File: config.mk
export PLATFORM = sky130hd
export DESIGN_NAME = pc_fetch_flat
export DESIGN_NICKNAME = d
export VERILOG_FILES = /design/src/rtl/riscv_pkg.sv /design/src/rtl/pc_fetch_if.sv /design/src/rtl/pc_fetch.sv /design/src/flat_wrapper.sv
export SDC_FILE = /design/constraint.sdc
export NUM_CORES = 1
export LEC_CHECK = 0
export CAP_MARGIN = 5
export CORE_MARGIN = 4
export CORE_UTILIZATION = 28
export DETAILED_ROUTE_END_ITERATION = 16
export HOLD_SLACK_MARGIN = 0.1
export SLEW_MARGIN = 0
export SYNTH_ARGS = -nofsm -noshare
export SYNTH_HDL_FRONTEND = slang
export SYNTH_SLANG_ARGS = --single-unit
export TNS_END_PERCENT = 50
File: constraint.sdc
create_clock -name clk -period 6 [get_ports clk]
set_clock_uncertainty 0.15 [all_clocks]
set_input_delay 1.2 -clock clk [delete_from_list [all_inputs] [get_ports clk]]
set_output_delay 1.2 -clock clk [all_outputs]
set_load 0.02 [all_outputs]
File: src/rtl/riscv_pkg.sv
// Shared core definitions: word width, canonical NOP, reset vector
// and the fetch state encoding.
package riscv_pkg;

  localparam int XLEN = 32;

  localparam logic [XLEN-1:0] NOP_INSTR = 32'h0000_0013;
  localparam logic [XLEN-1:0] RESET_PC  = 32'h0000_0000;

  typedef enum logic [1:0] {
    IDLE,
    FETCH,
    FULL,
    DROP
  } fetch_state_t;

endpackage

File: src/rtl/pc_fetch_if.sv
// Fetch front-end bundle: redirect input, imem req/ack port
// and the valid/ready handoff to decode.
interface pc_fetch_if;
  import riscv_pkg::*;

  logic            redirect_i;
  logic [XLEN-1:0] redirect_pc_i;

  logic            imem_req_o;
  logic [XLEN-1:0] imem_addr_o;
  logic            imem_ack_i;
  logic [XLEN-1:0] imem_rdata_i;

  logic            id_valid_o;
  logic            id_ready_i;
  logic [XLEN-1:0] id_instr_o;
  logic [XLEN-1:0] id_pc_o;

  modport master (
    input  redirect_i,
    input  redirect_pc_i,
    output imem_req_o,
    output imem_addr_o,
    input  imem_ack_i,
    input  imem_rdata_i,
    output id_valid_o,
    input  id_ready_i,
    output id_instr_o,
    output id_pc_o
  );

  modport slave (
    output redirect_i,
    output redirect_pc_i,
    input  imem_req_o,
    input  imem_addr_o,
    output imem_ack_i,
    output imem_rdata_i,
    input  id_valid_o,
    output id_ready_i,
    input  id_instr_o,
    input  id_pc_o
  );

endinterface

File: src/rtl/pc_fetch.sv
// Instruction fetch: PC register, imem req/ack sequencing and a
// one-entry output register toward decode.
module pc_fetch
  import riscv_pkg::*;
#(
  parameter logic [XLEN-1:0] P_RESET_PC = RESET_PC
) (
  input  logic       clk,
  input  logic       rst,
  pc_fetch_if.master bus
);

  fetch_state_t    r_state;
  fetch_state_t    w_state;
  logic [XLEN-1:0] r_pc;
  logic [XLEN-1:0] w_pc;
  logic [XLEN-1:0] r_redir;
  logic [XLEN-1:0] w_redir;
  logic            r_valid;
  logic            w_valid;
  logic [XLEN-1:0] r_instr;
  logic [XLEN-1:0] r_opc;
  logic            w_load;
  logic [XLEN-1:0] w_tgt;

  assign w_tgt = bus.redirect_pc_i & ~32'h0000_0003;

  always_ff @(posedge clk or posedge rst) begin
    if (rst) begin
      r_state <= IDLE;
    end else begin
      r_state <= w_state;
    end
  end

  always_comb begin
    w_state = r_state;
    w_pc    = r_pc;
    w_redir = r_redir;
    w_valid = r_valid;
    w_load  = 1'b0;
    unique case (r_state)
      IDLE: begin
        w_state = FETCH;
        if (bus.redirect_i) w_pc = w_tgt;
      end
      FETCH: begin
        if (bus.redirect_i) begin
          if (bus.imem_ack_i) begin
            w_pc = w_tgt;
          end else begin
            w_redir = w_tgt;
            w_state = DROP;
          end
        end else if (bus.imem_ack_i) begin
          w_load  = 1'b1;
          w_valid = 1'b1;
          w_pc    = r_pc + 32'd4;
          w_state = FULL;
        end
      end
      FULL: begin
        if (bus.redirect_i) begin
          w_valid = 1'b0;
          w_pc    = w_tgt;
          w_state = FETCH;
        end else if (bus.id_ready_i) begin
          w_valid = 1'b0;
          w_state = FETCH;
        end
      end
      DROP: begin
        if (bus.imem_ack_i) begin
          w_pc    = bus.redirect_i ? w_tgt : r_redir;
          w_state = FETCH;
        end else if (bus.redirect_i) begin
          w_redir = w_tgt;
        end
      end
      default: w_state = IDLE;
    endcase
  end

  always_ff @(posedge clk or posedge rst) begin
    if (rst) begin
      r_pc    <= P_RESET_PC;
      r_redir <= P_RESET_PC;
      r_valid <= 1'b0;
      r_instr <= NOP_INSTR;
      r_opc   <= P_RESET_PC;
    end else begin
      r_pc    <= w_pc;
      r_redir <= w_redir;
      r_valid <= w_valid;
      if (w_load) begin
        r_instr <= bus.imem_rdata_i;
        r_opc   <= r_pc;
      end
    end
  end

  // pc_q is frozen while in DROP, so it is still the outstanding address.
  assign bus.imem_req_o  = (r_state == FETCH) || (r_state == DROP);
  assign bus.imem_addr_o = r_pc;
  assign bus.id_valid_o  = r_valid;
  assign bus.id_instr_o  = r_valid ? r_instr : NOP_INSTR;
  assign bus.id_pc_o     = r_opc;

endmodule
File: src/flat_wrapper.sv
// flat-port wrapper written by rule: the top's interface ports become plain ports
module pc_fetch_flat import riscv_pkg::*;
#(
  parameter logic [XLEN-1:0] P_RESET_PC = RESET_PC
)
  (clk, rst, bus_redirect_i, bus_redirect_pc_i, bus_imem_req_o, bus_imem_addr_o, bus_imem_ack_i, bus_imem_rdata_i, bus_id_valid_o, bus_id_ready_i, bus_id_instr_o, bus_id_pc_o);
  pc_fetch_if bus_i ();
  input  logic clk;
  input  logic rst;
  input wire logic [$bits(bus_i.redirect_i)-1:0] bus_redirect_i;
  input wire logic [$bits(bus_i.redirect_pc_i)-1:0] bus_redirect_pc_i;
  output wire logic [$bits(bus_i.imem_req_o)-1:0] bus_imem_req_o;
  output wire logic [$bits(bus_i.imem_addr_o)-1:0] bus_imem_addr_o;
  input wire logic [$bits(bus_i.imem_ack_i)-1:0] bus_imem_ack_i;
  input wire logic [$bits(bus_i.imem_rdata_i)-1:0] bus_imem_rdata_i;
  output wire logic [$bits(bus_i.id_valid_o)-1:0] bus_id_valid_o;
  input wire logic [$bits(bus_i.id_ready_i)-1:0] bus_id_ready_i;
  output wire logic [$bits(bus_i.id_instr_o)-1:0] bus_id_instr_o;
  output wire logic [$bits(bus_i.id_pc_o)-1:0] bus_id_pc_o;
  assign bus_i.redirect_i = bus_redirect_i;
  assign bus_i.redirect_pc_i = bus_redirect_pc_i;
  assign bus_imem_req_o = bus_i.imem_req_o;
  assign bus_imem_addr_o = bus_i.imem_addr_o;
  assign bus_i.imem_ack_i = bus_imem_ack_i;
  assign bus_i.imem_rdata_i = bus_imem_rdata_i;
  assign bus_id_valid_o = bus_i.id_valid_o;
  assign bus_i.id_ready_i = bus_id_ready_i;
  assign bus_id_instr_o = bus_i.id_instr_o;
  assign bus_id_pc_o = bus_i.id_pc_o;
  pc_fetch #(.P_RESET_PC(P_RESET_PC)) u_core (.clk(clk), .rst(rst), .bus(bus_i));
endmodule
==> reports/qor.txt <==
CTS tree -> built
post-layout minimum cycle time -> 3.66 ns
placed cells -> 984
Hold-fix buffers, CTS -> 0
Placement Cell Area -> 0.00837 mm^2
unrepaired setup endpoints after global routing -> no
Clk pin slew, worst setup/hold paths -> 0.06 ns
# setup viols final -> 0
Syn Inst Count -> 563
Vias/cell -> 4.93
drt wl/cell -> 17.8 um
met3 wire len -> 718 um
DP HPWL -> 12,200 um
worst min path class -> reg -> reg
std cell rows -> 55
non-filler cells, final -> 1,016
DRT Wirelength -> 18,100 um
PortBufs -> 164
worst path cell trace -> clkdlybuf4s50_1 -> nor2b_1 -> nand3_1 -> o22ai_1 -> a211oi_2
CORE AREA -> 0.0226 mm^2
drt pass-1 iters -> 4
Power Density -> 411 mW/mm^2
layout cells sized above 1 -> 0.201
crit path launch type -> input port
number of diodes -> 0
final setup margin -> 2.34 ns
Final Instance Area -> 0.00899 mm^2
Fin. Hold Viols -> 0
Leak -> 3.48 nW
Clock Latency Late Sink -> 0.42 ns
die area -> 0.0256 mm^2
worst-path maximum fanout -> 18
crit share post-route -> 0.610
critical path class -> in -> reg
GRT Resource Usage Total -> 0.142
top routing layer used -> met4
CP max stage delay -> 0.77 ns
crit path buf inv count -> 1
Post-synth top flop -> dfrtp_1
Synth async-reset ratio -> 1.00
Synth Cell Area -> 0.00646 mm^2
max_cap viols -> 0
number of H-tree levels -> 4
Final #Nets -> 788
DRT iter0 DRCs -> 213
CTS Buf Count -> 17
Critical-path top delay cell -> nand3_1
Die Span X -> 160 um
Yosys cell types -> 54
Syn Nets -> 633
met1 wire length -> 8730 um
Post-CTS Setup Inserts -> 0
required time worst endpoint -> 6.14 ns
setup TNS -> 0 ns
critical path arrival -> 3.80 ns
post-route ant nets -> 0
vias -> 5,009
Area growth syn-to-layout -> 39.2%
CTS max path bufs -> 2
Post-synth EDFFs -> 0
initial antenna violation count -> 0
GP Congestion -> 0.746
Yosys reg bits -> 131
CTS Sinks -> 131
I/O pin count -> 167
DRC -> 0
maximum VDD drop -> 0.173 mV
sequential share of the synthesized area -> 0.508
largest net degree at the start of global routing -> 100
CP top delay family -> simple AND/OR/NAND/NOR gates
outcome -> complete, no violations
CTS root buf -> clkbuf_16
total gr overflow -> 0
post-cts sizing count -> 0
wire length on met2 -> 8410 um
pre-CTS setup slack -> 1.88 ns
vias in the first global route -> 5,067
Worst Max-Slew Pin Slew -> 0.976 ns
Slew HR -> 0.347
die height -> 160 um
Mean Syn Cell Area -> 11.5 um^2
Initial Util -> 0.285
Slew Limit Fails -> 0
f_max -> 0.273 GHz
YS warnings -> 0
critical path endpoint category -> flop
first-pass GRT wire length -> 29,000 um
## per-layer routing
layer,GRT usage,up-vias
met5,0,-
met4,0.0458,0
met3,0.0343,16
met2,0.220,119
met1,0.196,2514
li1,-,2360
## where the power goes
group / switching (mW) / internal (mW)
Clock: 0.429 / 0.670
Combinational: 0.599 / 0.665
Sequential: 0.208 / 1.13
## layout make-up
type                       instances  area, um^2
inverter                           8        35.0
clock buffer                      18         439
sequential                       131        3280
fill                            2203       13700
clock inverter                    14         178
tap                              285         357
multi-input combinational        387        2980
timing repair buffer             173        1720
## metrics by stage
| stage | utilization | hold slack [ns] | power [mW] |
|---|---|---|---|
| 4_1_cts | 0.397 | 0.335 | 3.75 |
| 2_1_floorplan | - | 0.299 | 2.02 |
| 5_1_grt | 0.397 | 0.342 | 3.90 |
| 3_3_place_gp | 0.370 | 0.315 | 2.61 |
| 3_5_place_dp | 0.370 | 0.320 | 2.63 |
| 6_report | 0.397 | 0.335 | 3.70 |
## cells in the final DEF, fill, tap and decap left out, drive strengths merged, types with 18 or more instances in the layout
master	Yosys	final
nand2	21	21
mux2	101	101
clkbuf	14	18
o22ai	29	29
dfrtp	128	128
nor2	28	28
o21ai	19	19
and2	34	34
a21oi	29	29
clkdlybuf4s50	0	164
## worst register-to-register path, cell delays in order (launching register included)
cell and delay (ns):
dfrtp_1 0.45, buf_4 0.31, nor2b_1 0.41, nand3_1 0.77
o22ai_1 0.51, a211oi_2 0.07
## state kept, by name (all words and copies together), names as in the netlist
register	cells
u_core.r_redir	32
u_core.r_instr	32
u_core.bus.id_valid_o	1
u_core.r_state	2
u_core.bus.imem_addr_o	32
u_core.bus.id_pc_o	32
## synth_stat cells (11+ instances only)
cell      instances  area [um^2]
nand2_1          21         78.8
dfrtp_1         128         3200
o21ai_0          18         90.1
mux2_1           18          203
o22ai_1          29          181
clkbuf_1         14         52.6
buf_2            16         80.1
a21oi_1          29          145
nor2_1           27          101
nand3_1          13         65.1
nor3_1           11         55.1
xor2_1           11         96.3
nand2b_1         11         68.8
mux2_2           83          935
and2_1           34          213
## kinds of logic (layout without fill, tap and decap cells)
kind of cell               Yosys count  after routing  share of synthesized area
xor gates and xnor gates            15             15                     0.0203
AOI/OAI and AO/OA                  117            117                      0.120
buffers and inverters               45            213                     0.0316
and+or+nand+nor                    152            152                      0.140
DFF                                131            131                      0.508
adders and majority gates            1              1                    0.00194
muxes                              102            102                      0.178
## final timing paths
| path | cells after the start | startpoint | slack (ns) | to |
|---|---|---|---|---|
| min in group asynchronous | 2 | rst | 1.20 | u_core.bus.id_pc_o[4] |
| worst max register to register | 5 | u_core.r_state[0] | 3.19 | u_core.bus.imem_addr_o[21] |
| worst max-delay path | 5 | bus_redirect_i | 2.34 | u_core.bus.imem_addr_o[21] |
| worst min-delay path | 2 | u_core.r_redir[11] | 0.33 | u_core.r_redir[11] |
| max in group asynchronous | 3 | rst | 3.48 | u_core.bus.imem_addr_o[31] |
| worst min register to register | 2 | u_core.r_redir[11] | 0.33 | u_core.r_redir[11] |
(Power assumes the default switching activity.)
